## src/rtl/i2c_pkg.sv

```systemverilog
// i2c_pkg: I2C master command opcodes and poller FSM states, shared with the I2C master.
package i2c_pkg;
  typedef enum logic [1:0] {START = 2'd0, WRITE = 2'd1, READ = 2'd2, STOP = 2'd3} i2c_op_t;
  typedef enum logic [2:0] {IDLE, ISSUE, WAIT, DONE, ABORT} poll_state_t;
endpackage

```

## src/rtl/i2c_sensor_poller_if.sv

```systemverilog
// i2c_sensor_poller_if: byte-level command/response link between the poller and the I2C master.
interface i2c_sensor_poller_if;
  import i2c_pkg::*;
  logic cmd_valid, cmd_ready, cmd_ack, rsp_valid, rsp_nack;
  i2c_op_t cmd_op;
  logic [7:0] cmd_data, rsp_data;
  modport master (output cmd_valid, cmd_op, cmd_data, cmd_ack, input cmd_ready, rsp_valid, rsp_data, rsp_nack);
  modport slave (input cmd_valid, cmd_op, cmd_data, cmd_ack, output cmd_ready, rsp_valid, rsp_data, rsp_nack);
endinterface

```

## src/rtl/poll_timer.sv

```systemverilog
// poll_timer: free-running 0..P-1 counter, tick on the last count, P = SYSCLK_FREQ/POLL_HZ.
module poll_timer #(
  parameter int unsigned SYSCLK_FREQ = 100_000_000,
  parameter int unsigned POLL_HZ = 100
) (
  input logic sclk,
  input logic rstn,
  output logic tick
);
  localparam int unsigned P = SYSCLK_FREQ / POLL_HZ;
  localparam int unsigned W = $clog2(P);
  logic [W-1:0] count;
  assign tick = count == W'(P - 1);
  always_ff @(posedge sclk or negedge rstn)
    if (!rstn) count <= '0;
    else count <= tick ? '0 : count + 1'b1;
endmodule

```

## src/rtl/i2c_sensor_poller.sv

```systemverilog
// i2c_sensor_poller: periodic pointer-write / repeated-start / multi-byte read sequencer
// driving the I2C master's byte command port; publishes samples and counts aborts/overruns.
module i2c_sensor_poller import i2c_pkg::*; #(
  parameter int unsigned SYSCLK_FREQ = 100_000_000,
  parameter int unsigned POLL_HZ = 100,
  parameter logic [6:0] DEV_ADDR = 7'h68,
  parameter logic [7:0] START_REG = 8'h3B,
  parameter int unsigned NUM_BYTES = 6
) (
  input logic sclk,
  input logic rstn,
  input logic enable,
  i2c_sensor_poller_if.master bus,
  output logic busy,
  output logic [8*NUM_BYTES-1:0] sample,
  output logic sample_valid,
  output logic err_pulse,
  output logic [7:0] err_count,
  output logic [7:0] overrun_count
);
  localparam int unsigned SB = 8 * NUM_BYTES;
  localparam int unsigned LAST = NUM_BYTES + 5;
  localparam int unsigned SW = $clog2(LAST + 1);
  localparam logic [SW-1:0] STOP_STEP = SW'(LAST);
  localparam logic [SW-1:0] FIRST_RD = SW'(5);
  poll_state_t state, state_n;
  logic [SW-1:0] step;
  logic aborting, tick, issuing, nack_hit, start;
  i2c_op_t op;
  logic [7:0] data;
  logic [SB-1:0] shadow;
  poll_timer #(.SYSCLK_FREQ(SYSCLK_FREQ), .POLL_HZ(POLL_HZ)) timer (.sclk(sclk), .rstn(rstn), .tick(tick));
  // steps 0..4 address the register pointer, then NUM_BYTES reads, then STOP
  assign op = (step == '0 || step == SW'(3)) ? START : (step < FIRST_RD) ? WRITE : (step == STOP_STEP) ? STOP : READ;
  assign data = step == SW'(1) ? {DEV_ADDR, 1'b0} : step == SW'(2) ? START_REG : step == SW'(4) ? {DEV_ADDR, 1'b1} : 8'h00;
  assign issuing = state == ISSUE || state == ABORT;
  assign bus.cmd_valid = issuing;
  assign bus.cmd_op = issuing ? op : START;
  assign bus.cmd_data = issuing ? data : 8'h00;
  assign bus.cmd_ack = issuing && op == READ && step != STOP_STEP - 1'b1;
  assign busy = state != IDLE;
  assign start = tick && enable;
  assign nack_hit = bus.rsp_nack && op == WRITE && !aborting;
  always_comb begin
    state_n = state;
    case (state)
      IDLE: state_n = start ? ISSUE : IDLE;
      ISSUE, ABORT: state_n = bus.cmd_ready ? WAIT : state;
      WAIT: state_n = !bus.rsp_valid ? WAIT : nack_hit ? ABORT : step != STOP_STEP ? ISSUE : aborting ? IDLE : DONE;
      default: state_n = IDLE;
    endcase
  end
  always_ff @(posedge sclk or negedge rstn)
    if (!rstn) begin
      state <= IDLE;
      step <= '0;
      aborting <= 1'b0;
      shadow <= '0;
      sample <= '0;
      sample_valid <= 1'b0;
      err_pulse <= 1'b0;
      err_count <= '0;
      overrun_count <= '0;
    end else begin
      state <= state_n;
      sample_valid <= 1'b0;
      err_pulse <= 1'b0;
      if (start && busy) overrun_count <= overrun_count + {7'd0, ~&overrun_count};
      if (state == IDLE) begin
        step <= '0;
        aborting <= 1'b0;
      end
      if (state == WAIT && bus.rsp_valid) begin
        // shifting in leaves the first received byte in the MSBs after NUM_BYTES reads
        if (op == READ) shadow <= (shadow << 8) | SB'(bus.rsp_data);
        if (nack_hit) begin
          step <= STOP_STEP;
          aborting <= 1'b1;
        end else if (step != STOP_STEP) step <= step + 1'b1;
        else if (aborting) begin
          err_pulse <= 1'b1;
          err_count <= err_count + {7'd0, ~&err_count};
        end else begin
          sample <= shadow;
          sample_valid <= 1'b1;
        end
      end
    end
endmodule

```

## src/flat_wrapper.sv

```systemverilog
// flat-port wrapper written by rule: the top's interface ports become plain ports
module i2c_sensor_poller_flat import i2c_pkg::*;
#(
  parameter int unsigned SYSCLK_FREQ = 100_000_000,
  parameter int unsigned POLL_HZ = 100,
  parameter logic [6:0] DEV_ADDR = 7'h68,
  parameter logic [7:0] START_REG = 8'h3B,
  parameter int unsigned NUM_BYTES = 6
)
  (sclk, rstn, enable, busy, sample, sample_valid, err_pulse, err_count, overrun_count, bus_cmd_valid, bus_cmd_op, bus_cmd_data, bus_cmd_ack, bus_cmd_ready, bus_rsp_valid, bus_rsp_data, bus_rsp_nack);
  i2c_sensor_poller_if bus_i ();
  input logic sclk;
  input logic rstn;
  input logic enable;
  output logic busy;
  output logic [8*NUM_BYTES-1:0] sample;
  output logic sample_valid;
  output logic err_pulse;
  output logic [7:0] err_count;
  output logic [7:0] overrun_count;
  output wire logic [$bits(bus_i.cmd_valid)-1:0] bus_cmd_valid;
  output wire logic [$bits(bus_i.cmd_op)-1:0] bus_cmd_op;
  output wire logic [$bits(bus_i.cmd_data)-1:0] bus_cmd_data;
  output wire logic [$bits(bus_i.cmd_ack)-1:0] bus_cmd_ack;
  input wire logic [$bits(bus_i.cmd_ready)-1:0] bus_cmd_ready;
  input wire logic [$bits(bus_i.rsp_valid)-1:0] bus_rsp_valid;
  input wire logic [$bits(bus_i.rsp_data)-1:0] bus_rsp_data;
  input wire logic [$bits(bus_i.rsp_nack)-1:0] bus_rsp_nack;
  assign bus_cmd_valid = bus_i.cmd_valid;
  assign bus_cmd_op = bus_i.cmd_op;
  assign bus_cmd_data = bus_i.cmd_data;
  assign bus_cmd_ack = bus_i.cmd_ack;
  assign bus_i.cmd_ready = bus_cmd_ready;
  assign bus_i.rsp_valid = bus_rsp_valid;
  assign bus_i.rsp_data = bus_rsp_data;
  assign bus_i.rsp_nack = bus_rsp_nack;
  i2c_sensor_poller #(.SYSCLK_FREQ(SYSCLK_FREQ), .POLL_HZ(POLL_HZ), .DEV_ADDR(DEV_ADDR), .START_REG(START_REG), .NUM_BYTES(NUM_BYTES)) u_core (.sclk(sclk), .rstn(rstn), .enable(enable), .bus(bus_i), .busy(busy), .sample(sample), .sample_valid(sample_valid), .err_pulse(err_pulse), .err_count(err_count), .overrun_count(overrun_count));
endmodule
```

## config.mk

```make
export PLATFORM = sky130hd
export DESIGN_NAME = i2c_sensor_poller_flat
export DESIGN_NICKNAME = d
export VERILOG_FILES = /design/src/rtl/i2c_pkg.sv /design/src/rtl/i2c_sensor_poller_if.sv /design/src/rtl/poll_timer.sv /design/src/rtl/i2c_sensor_poller.sv /design/src/flat_wrapper.sv
export SDC_FILE = /design/constraint.sdc
export NUM_CORES = 1
export LEC_CHECK = 0
export ABC_AREA = 1
export ABC_CLOCK_PERIOD_IN_PS = 2400
export BUFFER_PORTS_ARGS = -buffer_cell sky130_fd_sc_hd__buf_2
export CAP_MARGIN = 20
export CORE_AREA = 3 3 117 119
export DETAILED_ROUTE_END_ITERATION = 6
export DIE_AREA = 0 0 120 122
export PLACE_DENSITY = 0.73
export SKIP_CTS_REPAIR_TIMING = 1
export SKIP_LAST_GASP = 1
export SLEW_MARGIN = 30
export SYNTH_ARGS = -nofsm -noshare
export SYNTH_HDL_FRONTEND = slang
export SYNTH_SLANG_ARGS = --single-unit
```

## constraint.sdc

```tcl
create_clock -name sclk -period 2.4 [get_ports sclk]
set_input_delay 0.6 -clock sclk [delete_from_list [all_inputs] [get_ports sclk]]
set_output_delay 0.6 -clock sclk [all_outputs]
set_load 0.005 [all_outputs]
```

==> results.yml <==
sta:
  grt_setup_unrepaired: "yes"
  period_minus_slack_ns: 2.33
  slew_viol_final: 0
  setup_violations: 0
  clock_skew_ns: 0.00765
  fmax_ghz: 0.428
  period_share: 0.973
  layout_setup_ws_ns: 0.0655
  hold_viol: 0
layout:
  diodes: 0
  fin_area_um2: 7560
  ff_latch_area_um2: 3550
  drive_above_1_share: 0.178
  final_net_count: 849
  area_growth_syn_to_layout_pct: 19.1
  fill_cells: 1127
  multi_input_area_um2: 2230
global_route:
  overflow: 0
  grt_pass1_vias: 4511
  grtUsageMet2: 0.291
  grt_usage: 0.182
  grt_max_degree: 98
  use_met1: 0.244
  grt_pass1_wl_mm: 21.3
  antenna_found_initial: 0
  gr-max-usage-layer: "met2"
  use_met3: 0.0418
synth:
  synth_edf_count: 0
  async_flop_share: 1.00
  ys_seq_area_frac: 0.560
  netlist_area_um2: 6350
  syn_avg_cell_area_um2: 8.67
  syn_nets: 756
  synthDistinctLibCells: 34
  yosys_warnings: 0
  ys_ff_latch: 142
  syn_inst: 732
  ys.flop_type: "dfrtp_1"
clock_tree:
  htree_levels: 4
  cts_inserted_buffers: 17
  clockBufferDepth: 2
  cts_tree: "yes"
  clkTransAtPathRegs_ns: 0.06
  clk_latency_ns: 0.41
  root_buffer: "clkbuf_16"
  cts.sinks: 142
power:
  irDropWorstVdd_mv: 0.347
  static-leakage-power_nw: 4.08
  p_per_area_nw_per_um2: 723
route:
  drcViolationCount: 0
  wl_per_cell_um: 12.7
  drt_pass1_iterations: 4
  vias_per_cell: 4.83
  wirelength_mm: 12.9
  drtAntennaViolNets: 0
  dr_total_vias: 4878
  drtIter0Drc: 287
worst_hold_path:
  min-delay-path-class: "in -> async"
setup_path:
  reg2reg_to: "u_core.overrun_count[4]"
  crit_arrival_ns: 1.73
  end_kind: "output pin"
  rrSetupSlack_ns: 0.62
  critPathLaunchType: "flip-flop"
  cp_max_fo: 6
  worstSetupPathType: "reg -> out"
  required_ns: 1.80
  r2r_cells: 10
  r2r_start: "u_core.overrun_count[3]"
placement:
  dpl.hpwl_mm: 8.91
  post-place-ws_ns: 0.494
  placed_area_um2: 6940
  io_buffer_count: 91
  place.gp.congestion: 0.896
status:
  status: "finished clean"
die:
  initial_core_util: 0.501
  fp.dieW_um: 120
  ios: 93
  core_um2: 12700
  rows: 41
  die_area_um2: 14600
  die_h_um: 122
run:
  max-cap-violations: 0
[worst max-delay path, cell delays in order (launching register included)]
cell and delay [ns]:
dfrtp_1 0.39, inv_2 0.08, ha_1 0.22, nor2_2 0.16, o21ai_2 0.10, a311oi_1 0.22
buf_2 0.16
[flip-flops by register name, indices dropped and copies added (netlist names)]
register and flops:
u_core.sample 48, u_core.sample_valid 1, u_core.shadow 48, u_core.step 4, u_core.err_pulse 1, u_core.err_count 8
u_core.overrun_count 8, u_core.timer.count 20, u_core.state 3, u_core.aborting 1
[layout by cell type, fill, tap and decap left out, types with 4 or more instances in the layout]
cell | Yosys | routed
nand4_1 | 7 | 7
buf_2 | 6 | 90
nand2_1 | 201 | 201
nor2_2 | 4 | 5
nor3_1 | 10 | 10
xnor2_1 | 5 | 5
buf_4 | 4 | 5
inv_1 | 103 | 101
dfrtp_1 | 142 | 142
clkinv_4 | 0 | 4
xor2_1 | 16 | 16
o21ai_0 | 32 | 32
nand3_1 | 29 | 28
ha_1 | 10 | 9
o21ai_1 | 70 | 70
nor2_1 | 51 | 50
clkbuf_16 | 0 | 17
[cells in the mapped netlist, types with 2 or more instances]
master,count,share of area
nand2_1,201,0.12
dfrtp_1,142,0.56
inv_1,103,0.061
o21ai_1,70,0.055
nor2_1,51,0.030
o21ai_0,32,0.025
nand3_1,29,0.023
xor2_1,16,0.022
ha_1,10,0.020
nor3_1,10,0.0079
buf_6,9,0.016
nand4_1,7,0.0069
buf_2,6,0.0047
xnor2_1,5,0.0069
buf_4,4,0.0047
clkbuf_1,4,0.0024
nor2_2,4,0.0039
a21oi_1,3,0.0024
nand2_2,3,0.0030
nor2_4,3,0.0053
o211ai_1,3,0.0035
and3_1,2,0.0020
nand3_2,2,0.0032
nand3b_1,2,0.0024
nor3b_1,2,0.0024
[worst max-delay path by stage]
stage                    startpoint         endpoint  slack (ns)
floorplan           u_core.state[2]  bus_cmd_data[3]        0.63
global placement     u_core.step[0]    bus_cmd_op[0]        0.51
detailed placement   u_core.step[0]      bus_cmd_ack        0.49
CTS                  u_core.step[0]      bus_cmd_ack        0.04
global route         u_core.step[0]      bus_cmd_ack       -0.05
finish               u_core.step[0]      bus_cmd_ack        0.07
[through the flow]
stage	cells	util	power (mW)	setup TNS, ns	hold WS (ns)
global route	1009	0.597	5.69	-0.0935	0.141
global placement	978	0.548	2.84	0	0.458
CTS	1009	0.596	5.53	0	0.115
floorplan	732	-	2.70	0	0.304
detailed placement	978	0.548	2.84	0	0.459
finish	1009	0.597	5.46	0	0.110
[cell families (layout without fill, tap and decap cells)]
logic type	after synthesis	after routing	synth area share
AOI/OAI and AO/OA	111	111	0.0902
xor gates and xnor gates	21	21	0.0290
adders and majority gates	10	10	0.0197
buffers and inverters	130	235	0.0912
DFF	142	142	0.560
other	1	1	0.000591
and+or+nand+nor	317	317	0.210
[area by class of cell]
cell class	instances	share of cell area
well taps	172	0.0285
repair buffers	99	0.0740
multi-input cells	460	0.295
flip-flops and latches	142	0.470
clock buffers	19	0.0586
clock inverters	12	0.0215
inverters	105	0.0521
[power breakdown]
part	total [mW]	internal (mW)	switching, mW	leakage (nW)
Combinational	0.292	0.0883	0.203	2.05
Sequential	2.51	2.47	0.0397	1.75
Clock	2.66	1.67	0.999	0.290
[per-layer routing]
metal	share of wire	vias to the layer above
li1	-	2476
met1	0.46	2299
met2	0.48	84
met3	0.038	19
met4	0.017	0
met5	0	-
Power figures use the tool's default switching activity.
